--- src/rtl/bsg_credit_return_fifo_if.sv ---
// Handshake bundle for the credit-return FIFO.
// The slave modport is the FIFO itself. The master modport is the environment,
// which acts as both the sender and the consumer.
interface bsg_credit_return_fifo_if #(
    parameter int width_p = 8,
    parameter int els_p   = 9
);
    localparam int cnt_w = $clog2(els_p + 1);

    logic               v_i;
    logic [width_p-1:0] data_i;
    logic               v_o;
    logic [width_p-1:0] data_o;
    logic               yumi_i;
    logic               credit_o;
    logic [cnt_w-1:0]   count_o;
    logic               overflow_o;

    modport slave (
        input  v_i, data_i, yumi_i,
        output v_o, data_o, credit_o, count_o, overflow_o
    );

    modport master (
        output v_i, data_i, yumi_i,
        input  v_o, data_o, credit_o, count_o, overflow_o
    );
endinterface

--- src/rtl/bsg_credit_return_fifo.sv ---
// Credit-return receive FIFO.
// The sender holds an up/down credit counter that starts at els_p. Each
// accepted dequeue returns one credit to it one cycle later. Because credits
// gate the sender, there is no ready signal. If the sender sends while the
// buffer is full and nothing leaves, that is a protocol error: the beat is
// dropped and a sticky overflow flag is raised.
module bsg_credit_return_fifo #(
    parameter int width_p = 8,
    parameter int els_p   = 9
) (
    input  logic                     clk_i,
    input  logic                     reset_i,
    bsg_credit_return_fifo_if.slave  bus
);
    localparam int ptr_w = (els_p > 1) ? $clog2(els_p) : 1;
    localparam int cnt_w = $clog2(els_p + 1);
    localparam logic [ptr_w-1:0] last_ptr = ptr_w'(els_p - 1);
    localparam logic [cnt_w-1:0] full_cnt = cnt_w'(els_p);

    logic [width_p-1:0] r_mem [els_p];
    logic [ptr_w-1:0]   r_rptr;
    logic [ptr_w-1:0]   r_wptr;
    logic [cnt_w-1:0]   r_count;
    logic               r_credit;
    logic               r_overflow;

    logic               w_deq;
    logic               w_enq;
    logic               w_drop;

    // Accept/drop decisions. These depend only on registered state plus the
    // same-cycle inputs, so a full buffer can take a new beat while its head leaves.
    always_comb begin
        // NOTE: every always_comb output gets a default first, so no path leaves it unassigned and no latch is inferred.
        w_deq  = 1'b0;
        w_enq  = 1'b0;
        w_drop = 1'b0;
        w_deq  = bus.yumi_i && (r_count != '0);
        w_enq  = bus.v_i && ((r_count != full_cnt) || w_deq);
        w_drop = bus.v_i && !w_enq;
    end

    // Payload storage: write-only on accepted enqueues.
    // NOTE: the storage array has no reset. Stale contents are never visible, because v_o is driven by the occupancy count and not by the array.
    always_ff @(posedge clk_i) begin
        if (w_enq) begin
            r_mem[r_wptr] <= bus.data_i;
        end
    end

    // Pointers, occupancy, credit pulse and sticky overflow flag.
    // NOTE: sequential state uses non-blocking assignments, so every register samples pre-edge values.
    always_ff @(posedge clk_i or posedge reset_i) begin
        if (reset_i) begin
            r_rptr     <= '0;
            r_wptr     <= '0;
            r_count    <= '0;
            r_credit   <= 1'b0;
            r_overflow <= 1'b0;
        end else begin
            if (w_enq) begin
                r_wptr <= (r_wptr == last_ptr) ? '0 : r_wptr + 1'b1;
            end
            if (w_deq) begin
                r_rptr <= (r_rptr == last_ptr) ? '0 : r_rptr + 1'b1;
            end
            case ({w_enq, w_deq})
                2'b10:   r_count <= r_count + 1'b1;
                2'b01:   r_count <= r_count - 1'b1;
                default: r_count <= r_count;
            endcase
            r_credit <= w_deq;
            if (w_drop) begin
                r_overflow <= 1'b1;
            end
        end
    end

    assign bus.v_o        = (r_count != '0);
    assign bus.data_o     = r_mem[r_rptr];
    assign bus.credit_o   = r_credit;
    assign bus.count_o    = r_count;
    assign bus.overflow_o = r_overflow;
endmodule

--- src/flat_wrapper.sv ---
// flat-port wrapper written by rule: the top's interface ports become plain ports
module bsg_credit_return_fifo_flat 
#(
    parameter int width_p = 8,
    parameter int els_p   = 9
)
  (clk_i, reset_i, bus_v_i, bus_data_i, bus_yumi_i, bus_v_o, bus_data_o, bus_credit_o, bus_count_o, bus_overflow_o);
  bsg_credit_return_fifo_if #(.width_p(width_p), .els_p(els_p)) bus_i ();
  input  logic clk_i;
  input  logic reset_i;
  input wire logic [$bits(bus_i.v_i)-1:0] bus_v_i;
  input wire logic [$bits(bus_i.data_i)-1:0] bus_data_i;
  input wire logic [$bits(bus_i.yumi_i)-1:0] bus_yumi_i;
  output wire logic [$bits(bus_i.v_o)-1:0] bus_v_o;
  output wire logic [$bits(bus_i.data_o)-1:0] bus_data_o;
  output wire logic [$bits(bus_i.credit_o)-1:0] bus_credit_o;
  output wire logic [$bits(bus_i.count_o)-1:0] bus_count_o;
  output wire logic [$bits(bus_i.overflow_o)-1:0] bus_overflow_o;
  assign bus_i.v_i = bus_v_i;
  assign bus_i.data_i = bus_data_i;
  assign bus_i.yumi_i = bus_yumi_i;
  assign bus_v_o = bus_i.v_o;
  assign bus_data_o = bus_i.data_o;
  assign bus_credit_o = bus_i.credit_o;
  assign bus_count_o = bus_i.count_o;
  assign bus_overflow_o = bus_i.overflow_o;
  bsg_credit_return_fifo #(.width_p(width_p), .els_p(els_p)) u_core (.clk_i(clk_i), .reset_i(reset_i), .bus(bus_i));
endmodule
--- config.mk ---
export PLATFORM = sky130hd
export DESIGN_NAME = bsg_credit_return_fifo_flat
export DESIGN_NICKNAME = d
export VERILOG_FILES = /design/src/rtl/bsg_credit_return_fifo_if.sv /design/src/rtl/bsg_credit_return_fifo.sv /design/src/flat_wrapper.sv
export SDC_FILE = /design/constraint.sdc
export NUM_CORES = 1
export LEC_CHECK = 0
export BUFFER_PORTS_ARGS = -buffer_cell sky130_fd_sc_hd__buf_4
export CAP_MARGIN = 15
export CORE_UTILIZATION = 54
export CTS_CLUSTER_SIZE = 25
export DETAILED_ROUTE_END_ITERATION = 8
export GPL_ROUTABILITY_DRIVEN = 1
export PLACE_DENSITY = 0.76
export SYNTH_ARGS = -nofsm -noshare
export SYNTH_HDL_FRONTEND = slang
export SYNTH_SLANG_ARGS = --single-unit
export TNS_END_PERCENT = 100
--- constraint.sdc ---
create_clock -name clk_i -period 2.1 [get_ports clk_i]
set_input_delay 0.21 -clock clk_i [delete_from_list [all_inputs] [get_ports clk_i]]
set_output_delay 0.21 -clock clk_i [all_outputs]
set_load 0.03 [all_outputs]
==> results summary, run 1 <==
The flow ran to the end, but the final reports show violations. The checks that failed: setup timing. The DRC violation count after routing is 0. The maximum number of pins on one net before global-route repair is 21. The final count of pins violating max slew is 0. The worst slack after detailed placement is roughly 16 ps. The sum of routed wire length over all layers is roughly 6600 um. Cells with a size suffix above 1 make up between 30% and 40% of the layout. The endpoint class of the critical path is a primary output.

The share of the synthesized area in the top cell type is between 50% and 60%. The analysis attributes to net switching a power of 2.24 mW. The maximum fanout along the worst path came out at 7. Dividing the detail-routed wire length by the instance count gives roughly 18 um. The H-tree was split into 3 levels. The total clock sinks is between 80 and 90.

The fraction of the mapped netlist area in compound gates is roughly 6.4%. Clock tree synthesis selected as its root buffer the cell sky130_fd_sc_hd__clkbuf_8. The starting density of the core came out at between 50 and 60%. The synthesized cell area came out at about 0.0037 mm^2. Counting the buffers created by CTS gives 9. The slew of the pin with the lowest slew margin is between 600 and 700 ps. The category of the critical setup timing path is flip-flop to primary output.

After global routing the overflow that remains totals 0. The maximum operating frequency is approximately 0.47 GHz. The global-route met2 utilization came out at ~33%. Clock-pin slew was measured on the worst setup and hold paths at around 90 ps.

The number of antenna diodes in the final layout is 0. The cell-internal power came out at 3.84 mW. The area growth from synthesis to layout is 20.9%. The most instantiated flip-flop cell in the synthesis netlist is sky130_fd_sc_hd__edfxtp_1. Of all cell types, the one taking the most synthesized area is sky130_fd_sc_hd__edfxtp_1. The switching part of the total power is 36.8%. The register share of total power is roughly two fifths. Multiplexer cells account for 12.9% of the synthesized area.

STA classifies the critical path startpoint as a flip-flop. In the routed layout, each cell is associated on average with a via count of 5.76. The TritonCTS clock tree is built. In this run the worst hold path is classified as primary input to flip-flop.

Summing the areas of all and, or, nand and nor instances in the mapped netlist gives 6.57% of the synthesized area. The number of cell rows came out at 29. The pre-antenna-repair detailed-routing pass consisted of 6 iterations. The clock power share is around 17%. The gate count after technology mapping is ~220. The synthesized-area fraction occupied by adder cells is under 10%.

The tool flagged a number of max-cap violations equal to 0. The floorplan step defined a core boundary enclosing between 0.006 and 0.007 mm^2. Synthesis inferred 86 register bits. The first-pass GRT wire length came out at between 10000 and 15000 um. The routed layout has between 2000 and 2500 vias. The synthesized area per cell came out at around 17 um^2. Setup repair after global routing could not meet its margin everywhere.

The number of nets at the end of the flow came out at 296. In this run the horizontal extent of the chip is 84.7 um. The number of buffer cells added on primary ports is 26. In this run the deepest clock path goes through 2 buffers. The leakage power figure came out at roughly 1.7 nW. The global routing stage identified its most utilized layer as met2. The number of setup violations in the final report came out at 5. The synthesized net count came out at between 200 and 250. Headroom to the max-slew limit came out at around 58%. The required time of the worst setup path came out at between 1500 and 2000 ps. At the end of routability-driven placement, the weighted congestion stood at 0.822.

The setup clock skew after layout came out at 15.2 ps. The number of antenna violations at the first check in global routing is 0. The count of endpoints failing hold in the final timing report is 0. Detailed placement ended at an HPWL of 4390 um. The met1 usage in global routing is between 20% and 30%.

The post-synthesis cell type count came out at 42. The Yosys step of the flow raised 0 warnings. The global routing usage summed across all routing layers came out at 20.9%. The maximum ir drop on the vdd rail came out at roughly 0.00093 V. Power spread over the standard cell area amounts to around 1400 mW/mm^2. The die area is a little over 0.007 mm^2.

During I/O placement, the number of pins put on the boundary was 27. The via count of the first global-routing pass came to about 2100. By area, the combinational part of the netlist is dominated by multiplexers. Summing the sequential cell areas from Yosys gives about two thirds of the chip area. The number of DRC markers in iteration 0 is 109. The minimum setup slack in the final design came out at -46.8 ps. The combinational power share came out at a little over two fifths. The remaining number of nets flagged by the antenna check after routing came out at 0. The number of synthesized flops with an enable pin is a little over 70. Yosys attributes the largest share of cell area to sky130_fd_sc_hd__edfxtp_1 59%, sky130_fd_sc_hd__mux4_2 9.8%, sky130_fd_sc_hd__dfrtp_1 9.5%, sky130_fd_sc_hd__ha_1 2.7%, sky130_fd_sc_hd__mux2i_1 2.4%. The final critical-path required period came out at 2150 ps. After Yosys synthesis, XOR and XNOR cells account for less than 1% of the synthesized area. The met3 usage came out at under 10%. At the later pin of the worst-skew pair, clock insertion delay measures between 300 and 400 ps. The die height came out at approximately 85 um.

The worst path arrival time is around 1900 ps. Counting flops with an async set or reset pin after synthesis yields a share of 16.3%. The final cycle utilization of the critical path is 102%. The worst hold slack after final layout is between 80 and 90 ps.
==> cell usage after synthesis, drive strengths merged, types with 2 or more instances <==
cell    count
a21o        3
nor3        2
mux2i       9
buf         3
nand2      16
a31oi       2
edfxtp     72
nand3       3
and3b       3
clkbuf      6
nor2        7
ha          8
inv        13
mux2        2
o21ai      19
dfrtp      14
and3        4
mux4       16
xnor2       2
==> placed cells by master, fill, tap and decap left out, types with 5 or more instances in the layout <==
cell type	n
sky130_fd_sc_hd__edfxtp_1	72
sky130_fd_sc_hd__buf_4	40
sky130_fd_sc_hd__nand2_1	16
sky130_fd_sc_hd__mux4_2	16
sky130_fd_sc_hd__o21ai_0	14
sky130_fd_sc_hd__inv_1	13
sky130_fd_sc_hd__dfrtp_1	10
sky130_fd_sc_hd__mux2i_1	9
sky130_fd_sc_hd__clkbuf_8	9
sky130_fd_sc_hd__buf_12	8
sky130_fd_sc_hd__ha_1	7
sky130_fd_sc_hd__nor2_1	6
sky130_fd_sc_hd__o21ai_1	5
==> power groups by stage <==
stage	sequential [mW]	clock (mW)	combinational [mW]
finish	2.41	1.05	2.62
CTS	2.41	1.07	2.56
global placement	2.43	0	2.46
detailed placement	2.44	0	2.50
global route	2.45	1.13	2.82
floorplan	2.47	0	1.59
==> critical path, cell delays in order, from the launching register on <==
cell                      delay (ps)
sky130_fd_sc_hd__dfrtp_1         420
sky130_fd_sc_hd__buf_6           180
sky130_fd_sc_hd__mux4_2          510
sky130_fd_sc_hd__mux2i_1         160
sky130_fd_sc_hd__o21ai_1         100
sky130_fd_sc_hd__buf_4           210
==> area by class of cell <==
class	count	area, um^2
sequential	86	2520
clock buffer	9	124
multi-input combinational	115	1140
timing repair buffer	50	482
clock inverter	7	53.8
inverter	13	48.8
fill	431	1990
tap	77	96.3
==> cells by family after synthesis <==
kind of cell	Yosys count
buffers and inverters	22
XOR/XNOR	2
adder cells (fa/ha/maj)	9
flip-flops	86
AO/OA/AOI/OAI	33
multiplexers	27
AND/OR/NAND/NOR	44
==> registers in the layout (all words and copies together) (netlist names) <==
name	count
u_core.r_mem	72
u_core.r_wptr	4
u_core.bus.overflow_o	1
u_core.r_rptr	4
u_core.bus.count_o	4
u_core.bus.credit_o	1
==> through the flow <==
step	area [um^2]	utilization (%)	std cells	TNS [ps]	power (mW)
final	4470	69.2	357	-161	6.07
after global routing	4470	69.2	357	-1060	6.40
after CTS	4420	68.4	353	-466	6.05
after detailed placement	4210	65.1	335	0	4.94
after global placement	4210	65.1	335	0	4.89
after floorplan	3730	-	223	-87.5	4.06
==> repair_timing <==
| item | CTS | global route |
|---|---|---|
| hold buffers | 1 | 0 |
| setup buffers | 1 | 4 |
| gates resized for setup | 7 | 6 |
| cloned | 0 | 0 |
| hold endpoints to repair | 14 | 0 |
| pin swaps | 0 | 4 |
| endpoints found under the setup margin | 9 | 10 |
==> per-layer routing <==
metal | vias up | part of all wire [%]
met5 | - | 0
met4 | 0 | 1.9
met3 | 12 | 3.9
met2 | 50 | 49
met1 | 1023 | 45
li1 | 971 | -
==> final timing paths <==
path | cells after the start | endpoint | slack (ps) | from
worst max-delay path | 5 | bus_data_o[2] | -50 | u_core.r_rptr[0]
worst min-delay path | 1 | u_core.r_mem[3][5] | 80 | bus_data_i[5]
worst max register to register | 7 | u_core.bus.count_o[3] | 10 | u_core.bus.count_o[0]
worst min register to register | 1 | u_core.bus.overflow_o | 470 | u_core.bus.overflow_o
max in group asynchronous | 3 | u_core.bus.count_o[3] | 1230 | reset_i
min in group asynchronous | 3 | u_core.r_wptr[1] | 450 | reset_i
Note: power is estimated with default switching activity, not from simulation.
==> run 2, diff against run 1 <==
Settings changed: CELL_PAD_IN_SITES_DETAIL_PLACEMENT from default to 1, CELL_PAD_IN_SITES_GLOBAL_PLACEMENT from default to 1, CORE_UTILIZATION 54 to 46, PLACE_DENSITY 0.76 to default, PLACE_DENSITY_LB_ADDON from default to 0.1.
==> results summary, run 2 (same netlist as run 1, synthesis figures left out) <==
The run finished, with violations left. The final reports fail on setup timing. The highest layer touched by signal routing is met4.

The number of DRC markers in iteration 0 is 89 (-18%). The detailed-routing iteration count for the pre-antenna-repair pass is 4 (-2). The maximum number of pins on one net before global-route repair is 20 (-4.8%). The clock power share came to 16.1% (-1.2 points). The global routing usage summed across all routing layers came out at 20.6% (-0.28 points). The clock edge transition at the registers on the reported setup and hold paths came out at 80 ps (about the same). The I/O pin count is 27 (unchanged). The slew of the pin with the lowest slew margin came out at 621 ps (-14.9 ps). The clock root buffer is sky130_fd_sc_hd__clkbuf_8.

The minimum setup slack in the final design is -7.22 ps (+39.6 ps). The cell-internal power came out at 3.84 mW (about the same). The path class of the tightest hold or removal check is primary input to flip-flop.

The DRC violation count after routing came out at 0 (unchanged). The critical path is of the flip-flop to flip-flop type. The count of endpoints failing hold in the final timing report came out at 0 (unchanged). The final antenna diode count was 0 (unchanged).

The worst stage delay on the critical path was 440 ps (-70 ps). The number of buffers between clock root and the deepest sink is 2 (unchanged). The die area is 0.00839 mm^2 (+17%). The remaining number of nets flagged by the antenna check after routing came out at 0 (unchanged). The post-layout utilization of the core is 57.9% (-11 points). The via count of the first global-routing pass came out at 2249 (+6.7%). The post-route met1 wirelength is 3690 um (+24%). The number of nets at the end of the flow is 300 (+1.4%).

The final count of pins violating max slew came out at 0 (unchanged). The number of cell rows was 32 (+10%). The number of buffer cells added on primary ports is 26 (unchanged). The worst path arrival time is 2350 ps (+410 ps). The TritonCTS clock tree is built. The detailed-routed wire length on met3 came out at 261 um (+0.77%). The routed via count is 2145 (+4.3%). The leakage power figure came out at 1.67 nW (about the same). The clock latency on the worst-skew pair came out at 350 ps (-20 ps). The power per cell area came out at 1370 mW/mm^2 (+0.72%). The total met2 wirelength after detailed routing came to 4120 um (+27%).

The final cycle utilization of the critical path came to 100% (-1.9 points). The maximum ir drop on the vdd rail came to 0.000711 V (-24%). The combinational power share came out at 45.0% (+1.9 points). The maximum fanout along the worst path came out at 4 (-3). The total clock sinks is 86 (unchanged).

The layout overhead on the synthesized area is 21.6%. The H-tree depth reported by CTS is 3 (unchanged). The flip-flop count of the largest register after layout is 72 (unchanged). Setup repair after global routing could not meet its margin everywhere.

The sum of net half-perimeters after detailed placement came out at 5350 um (+22%). The register share of total power came out at 38.9% (-0.7 points). The largest individual stage delay along the critical path comes from the cell sky130_fd_sc_hd__dfrtp_2. STA classifies the critical path endpoint as a flip-flop. The routability congestion estimate from global placement came to 0.802 (-2.5%). The required time of the worst setup path is 2340 ps (+450 ps). The number of fillers in the final layout came to 750 (+74%). The number of violations of the max-capacitance limit came out at 0 (unchanged). The number of antenna violations at the first check in global routing came out at 0 (unchanged).

The worst relative slew slack is 58.6% (+0.94 points). The library cells used most frequently in the layout, excluding fill and tap cells, are 72 x sky130_fd_sc_hd__edfxtp_1, 48 x sky130_fd_sc_hd__buf_4, 16 x sky130_fd_sc_hd__nand2_1, 16 x sky130_fd_sc_hd__mux4_2. The total core area came out at 0.00777 mm^2 (+20%).

The sum of routed wire length over all layers is 8160 um (+24%). The starting density of the core came out at 47.6% (-9.6 points). The remaining global-route overflow was 0 (unchanged). The net switching power came to 2.32 mW (+3.7%). The worst hold slack after final layout is 94.8 ps (+13.2 ps). The setup clock skew after layout came out at 8.70 ps (-6.46 ps). Walking the worst path, the cells encountered are o41ai_4 -> nor2_4 -> ha_4 -> a21oi_4 -> nand2_1 -> a311o_1 -> o211a_1. The final critical-path required period came to 2110 ps (-39.6 ps).

The total area of multi-input combinational cells is 0.00116 mm^2 (+1.7%). The first-pass GRT wire length was 12500 um (+16%). The average detailed-routed wire length per instance is 21.1 um (+14%). The library cell used most frequently in the layout, excluding fill and tap cells, is sky130_fd_sc_hd__edfxtp_1.

The area taken by flip-flops and latches came out at 0.00252 mm^2 (unchanged). The total CTS buffers is 9 (unchanged). STA classifies the critical path startpoint as a flip-flop. The via-per-instance ratio is 5.56 (-3.5%). The share of final-layout standard cells stronger than drive strength 1 is 35.6% (+0.21 points).

The die outline width came out at 91.6 um (+8.2%). The power consumption was 6.15 mW (+1.3%). The maximum operating frequency is 0.475 GHz (+1.9%). The number of setup violations in the final report is 2 (-3). The switching part of the total power came to 37.7% (+0.87 points). The die height is 91.6 um (+8.2%). More flip-flops sit in one register than any other, and that register is u_core.r_mem.
-- run 2: cell count changes in the layout (fill, tap and decap cells not counted), moves of 2 or more --
| cell | previous run | this run |
|---|---|---|
| sky130_fd_sc_hd__buf_4 | 40 | 48 |
| sky130_fd_sc_hd__buf_12 | 8 | 5 |
| sky130_fd_sc_hd__clkinv_1 | 0 | 2 |
| sky130_fd_sc_hd__inv_6 | 4 | 0 |
| sky130_fd_sc_hd__clkinvlp_4 | 0 | 2 |
-- run 2: what timing repair did --
action	CTS	global route
cloned	1	0
hold buffers	1	0
endpoints found under the setup margin	6	9
setup buffers	2	2
resized for setup	8	5
endpoints found under the hold margin	14	0
pin swaps	1	3
-- run 2: layout make-up --
type	instances	share of cell area [%]
clock buffer	9	2.76
clock inverter	7	0.919
inverter	13	1.09
multi-input combinational	115	25.9
sequential	86	56.0
tap	102	2.84
timing repair buffer	54	10.5
-- run 2: path summary, 6_finish.rpt --
| path | cells past startpoint | end | from | slack [ps] |
|---|---|---|---|---|
| worst max-delay path | 7 | u_core.bus.count_o[3] | u_core.bus.count_o[3] | -7 |
| worst min-delay path | 1 | u_core.r_mem[8][6] | bus_data_i[6] | 90 |
| worst max register to register | 7 | u_core.bus.count_o[3] | u_core.bus.count_o[3] | -7 |
| worst min register to register | 1 | u_core.bus.overflow_o | u_core.bus.overflow_o | 470 |
| max in group asynchronous | 3 | u_core.bus.count_o[2] | reset_i | 1160 |
| min in group asynchronous | 3 | u_core.r_rptr[1] | reset_i | 490 |
-- run 2: critical path, delay by kind of cell (launching register included) --
kind	cells	cell delay, ps
compound gates	4	1090
simple gates	2	200
fa+ha+maj	1	260
flops	1	440
-- run 2: stage by stage --
step	area, um^2	TNS, ps	setup WS (ps)	cells
floorplan	3730	-87.5	-87.5	223
global route	4490	-416	-95.8	386
detailed placement	4240	-76.2	-76.2	365
global placement	4240	0	85.9	365
finish	4490	-12.0	-7.22	386
CTS	4470	-147	-28.6	385
-- run 2: metal layers --
| layer | vias up | GRT usage [%] |
|---|---|---|
| met5 | - | 0 |
| met4 | 0 | 5.95 |
| met3 | 9 | 3.48 |
| met2 | 38 | 34.1 |
| met1 | 1122 | 28.2 |
| li1 | 976 | - |
-- run 2: power groups by stage --
stage	clock [mW]	combinational, mW	sequential, mW
6_report	0.990	2.77	2.40
5_1_grt	1.07	2.98	2.43
4_1_cts	1.01	2.79	2.39
3_5_place_dp	0	2.63	2.42
3_3_place_gp	0	2.55	2.40
2_1_floorplan	0	1.59	2.47
==> run 3, diff against run 2 <==
Settings changed: ABC_AREA from default to 1, CAP_MARGIN 15 to 5, CORE_UTILIZATION 46 to 43, REMOVE_ABC_BUFFERS from default to 1.
==> results summary, run 3 <==
The met1 usage in global routing came out at 26.9% (-1.3 points). After synthesis, the most frequently instantiated cells are 72 x sky130_fd_sc_hd__edfxtp_1, 67 x sky130_fd_sc_hd__nand2_1, 30 x sky130_fd_sc_hd__nor2_1, 29 x sky130_fd_sc_hd__o21ai_0. The run finished with clean final reports. The setup clock skew after layout is 11.7 ps (+3.01 ps). The number of warnings printed during yosys synthesis is 0 (unchanged). Leaving out fill and tap cells, the most frequent cell in the layout is sky130_fd_sc_hd__edfxtp_1. The gate count after technology mapping is 323 (+45%). The worst relative slew slack is 63.5% (+5.0 points).

The post-synthesis sequential area ratio came out at 67.4% (-0.59 points). The number of fillers in the final layout came out at 894 (+19%). The first-pass GRT wire length is 13500 um (+8.3%). The layout overhead on the synthesized area came out at 15.5%. The flip-flop count of the largest register after layout was 72 (unchanged).

In the layout the commonest cells are 72 x sky130_fd_sc_hd__edfxtp_1, 67 x sky130_fd_sc_hd__nand2_1, 41 x sky130_fd_sc_hd__buf_4. The cell with the most instances after synthesis is sky130_fd_sc_hd__edfxtp_1. The die outline width is 95.1 um (+3.8%). The final count of pins violating max slew is 0 (unchanged). The share of the synthesized area in the top cell type was 58.0% (-0.51 points). The share of final-layout standard cells stronger than drive strength 1 came out at 19.1% (-16 points).

The sum of routed wire length over all layers came out at 8680 um (+6.5%). The power per cell area is 1390 mW/mm^2 (+1.5%). The number of antenna violations at the first check in global routing is 0 (unchanged). The number of cells in the finished layout apart from fillers is 476 (+23%). The post-synthesis cell type count came out at 30 (-29%). The total clock sinks is 86 (unchanged). The starting density of the core came out at 44.9% (-2.7 points). The most instantiated flip-flop cell in the synthesis netlist is sky130_fd_sc_hd__edfxtp_1.

The number of cell rows is 33 (+3.1%). The maximum number of pins on one net before global-route repair was 37 (+85%). The category of the critical setup timing path is flip-flop to flip-flop. The maximum fanout along the worst path came out at 10 (+6). The type of origin of the critical path is a flip-flop. The area after detailed placement is 0.00409 mm^2 (-3.6%). The DRC violation count after routing was 0 (unchanged). The required time of the worst setup path came out at 2350 ps (about the same). The final cycle utilization of the critical path is 95.4% (-5.0 points).

The final critical-path required period is 2000 ps (-104 ps). The fraction of registers with async set/reset came to 16.3% (unchanged). The clock edge transition at the registers on the reported setup and hold paths is 80 ps (about the same). The number of DRC markers in iteration 0 was 82 (-7.9%).

The total core area is 0.00830 mm^2 (+6.8%). The sum of net half-perimeters after detailed placement was 5550 um (+3.7%). The clock latency on the worst-skew pair came out at 350 ps (about the same).

The average detailed-routed wire length per instance came out at 18.2 um (-14%). The remaining number of nets flagged by the antenna check after routing came to 0 (unchanged). The global-route met2 utilization came out at 35.1% (+0.97 points). The number of buffers between clock root and the deepest sink is 2 (unchanged). The via-per-instance ratio is 5.33 (-4.1%).

The routed via count is 2536 (+18%). The H-tree depth reported by CTS is 3 (unchanged). The routability congestion estimate from global placement was 0.769 (-4.1%).

The synthesized area per cell is 11.5 um^2 (-30%). The via count of the first global-routing pass is 2580 (+15%). TritonCTS built the clock tree. The detailed-routing iteration count for the pre-antenna-repair pass came out at 4 (unchanged). The tightest min-delay check is of the primary input to flip-flop type. The count of endpoints failing hold in the final timing report came out at 0 (unchanged). The number of violations of the max-capacitance limit is 0 (unchanged). The global routing usage summed across all routing layers came out at 21.2% (+0.62 points).

The number of flip-flops and latches in the synthesized netlist is 86 (unchanged). The worst setup path is captured at a flip-flop. The leakage power figure came out at 1.71 nW (+2.8%). The met3 usage is 4.86% (+1.4 points). The maximum ir drop on the vdd rail came out at 0.000580 V (-18%).

The cell total after placement is 458 (+25%). The total CTS buffers is 9 (unchanged). The number of synthesized flops with an enable pin came out at 72 (unchanged). The worst hold slack after final layout was 95.1 ps (+0.375 ps).

The layer flagged by global routing as most heavily used is met2. The number of nets at the end of the flow is 388 (+29%). The final antenna diode count came to 0 (unchanged). The depth of the most critical reg-to-reg path came out at 13 (+6). The slew of the pin with the lowest slew margin came to 546 ps (-74.4 ps). The synthesized cell area was 0.00373 mm^2 (+0.88%). The post-route cell area is 0.00431 mm^2 (-4.2%). Ranked by total cell area, the synthesized netlist is headed by sky130_fd_sc_hd__edfxtp_1 58%, sky130_fd_sc_hd__dfrtp_1 9.4%, sky130_fd_sc_hd__nand2_1 6.7%, sky130_fd_sc_hd__o21ai_0 3.9%, sky130_fd_sc_hd__nor2_1 3.0%. The I/O pin count came out at 27 (unchanged).

The remaining global-route overflow came to 0 (unchanged). The die area came out at 0.00904 mm^2 (+7.8%). The worst path arrival time came out at 2250 ps (-100 ps). The depth of the worst hold-timing path came out at 1 (unchanged). The number of buffer cells added on primary ports was 26 (unchanged). The number of setup violations in the final report came out at 0 (-2). Counting flops per register, the top entry is u_core.r_mem. The tree is rooted in a sky130_fd_sc_hd__clkbuf_8. The maximum operating frequency came out at 0.499 GHz (+5.2%). The largest area contributor in the synthesized netlist is sky130_fd_sc_hd__edfxtp_1.

The die height is 95.1 um (+3.8%).
[run 3: cell count changes in the layout (fill, tap and decap cells not counted), sizes merged, moves of 4 or more]
cell   delta
nand3    +18
nor2     +25
and3      -4
mux4     -16
a21oi    +10
xor2      +6
nor3      +7
inv      +12
buf      -11
mux2i     -9
nand2    +56
o21ai    +13
[run 3: metal layers]
metal / vias to the layer above / wire, um
met5: - / 0
met4: 0 / 138
met3: 14 / 240
met2: 43 / 4320
met1: 1276 / 3980
li1: 1203 / -
[run 3: repair_timing]
action / CTS / global route
pin swaps: 0 / 1
hold endpoints to repair: 14 / 0
setup endpoints to repair: 4 / 9
gates resized for setup: 1 / 8
setup buffers: 0 / 2
hold buffers: 1 / 0
[run 3: final cells by class]
class                      instances  area (um^2)  area share [%]
sequential                        86         2520            58.5
multi-input combinational        202         1040            24.2
timing repair buffer              43          329            7.64
clock buffer                      11          131            3.05
tap                              105          131            3.05
inverter                          25          106            2.47
clock inverter                     4         47.5            1.10
[run 3: path summary, 6_finish.rpt]
| kind | startpoint | endpoint | slack [ps] |
|---|---|---|---|
| setup / recovery | u_core.bus.count_o[0] | u_core.bus.count_o[3] | 100 |
| hold / removal | bus_data_i[2] | u_core.r_mem[8][2] | 100 |
| setup reg to reg | u_core.bus.count_o[0] | u_core.bus.count_o[3] | 100 |
| hold reg to reg | u_core.bus.overflow_o | u_core.bus.overflow_o | 490 |
| max in group asynchronous | reset_i | u_core.r_rptr[1] | 1230 |
| min in group asynchronous | reset_i | u_core.r_wptr[0] | 470 |
[run 3: critical path, stage by stage (launching register included)]
cell	delay (ps)
sky130_fd_sc_hd__dfrtp_1	450
sky130_fd_sc_hd__nor2_1	160
sky130_fd_sc_hd__nand2_2	100
sky130_fd_sc_hd__nand2_4	100
sky130_fd_sc_hd__inv_6	60
sky130_fd_sc_hd__nand2_4	80
sky130_fd_sc_hd__inv_1	60
sky130_fd_sc_hd__ha_1	330
sky130_fd_sc_hd__a21oi_2	200
sky130_fd_sc_hd__nand3_1	100
sky130_fd_sc_hd__nand2_1	100
sky130_fd_sc_hd__nand3_1	70
sky130_fd_sc_hd__nand2_1	70
sky130_fd_sc_hd__inv_1	40
[run 3: power by group]
group / switching [mW] / total (mW) / leakage, nW / internal, mW
registers: 0.213 / 2.36 / 0.817 / 2.15
logic: 1.66 / 2.52 / 0.804 / 0.856
clock network: 0.567 / 1.11 / 0.0912 / 0.543
total: 2.44 / 5.99 / 1.71 / 3.55
[run 3: per-stage QoR]
| step | util [%] | setup slack, ps | power, mW | setup TNS, ps |
|---|---|---|---|---|
| 2_1_floorplan | - | 31.8 | 3.91 | 0 |
| 3_3_place_gp | 49.2 | 199 | 4.82 | 0 |
| 3_5_place_dp | 49.2 | 53.8 | 4.88 | 0 |
| 4_1_cts | 51.5 | 25.9 | 6.01 | 0 |
| 5_1_grt | 51.9 | -22.5 | 6.37 | -22.5 |
| 6_report | 51.9 | 97.0 | 5.99 | 0 |
[run 3: cells by family (layout without fill, tap and decap cells)]
| group | count (synthesis) | in the layout | share of synthesized area (%) |
|---|---|---|---|
| fa+ha+maj | 9 | 9 | 3.22 |
| flops | 86 | 86 | 67.4 |
| xor+xnor | 6 | 6 | 1.41 |
| compound gates | 52 | 52 | 7.45 |
| buf+inv | 35 | 83 | 4.70 |
| simple gates | 135 | 135 | 15.8 |
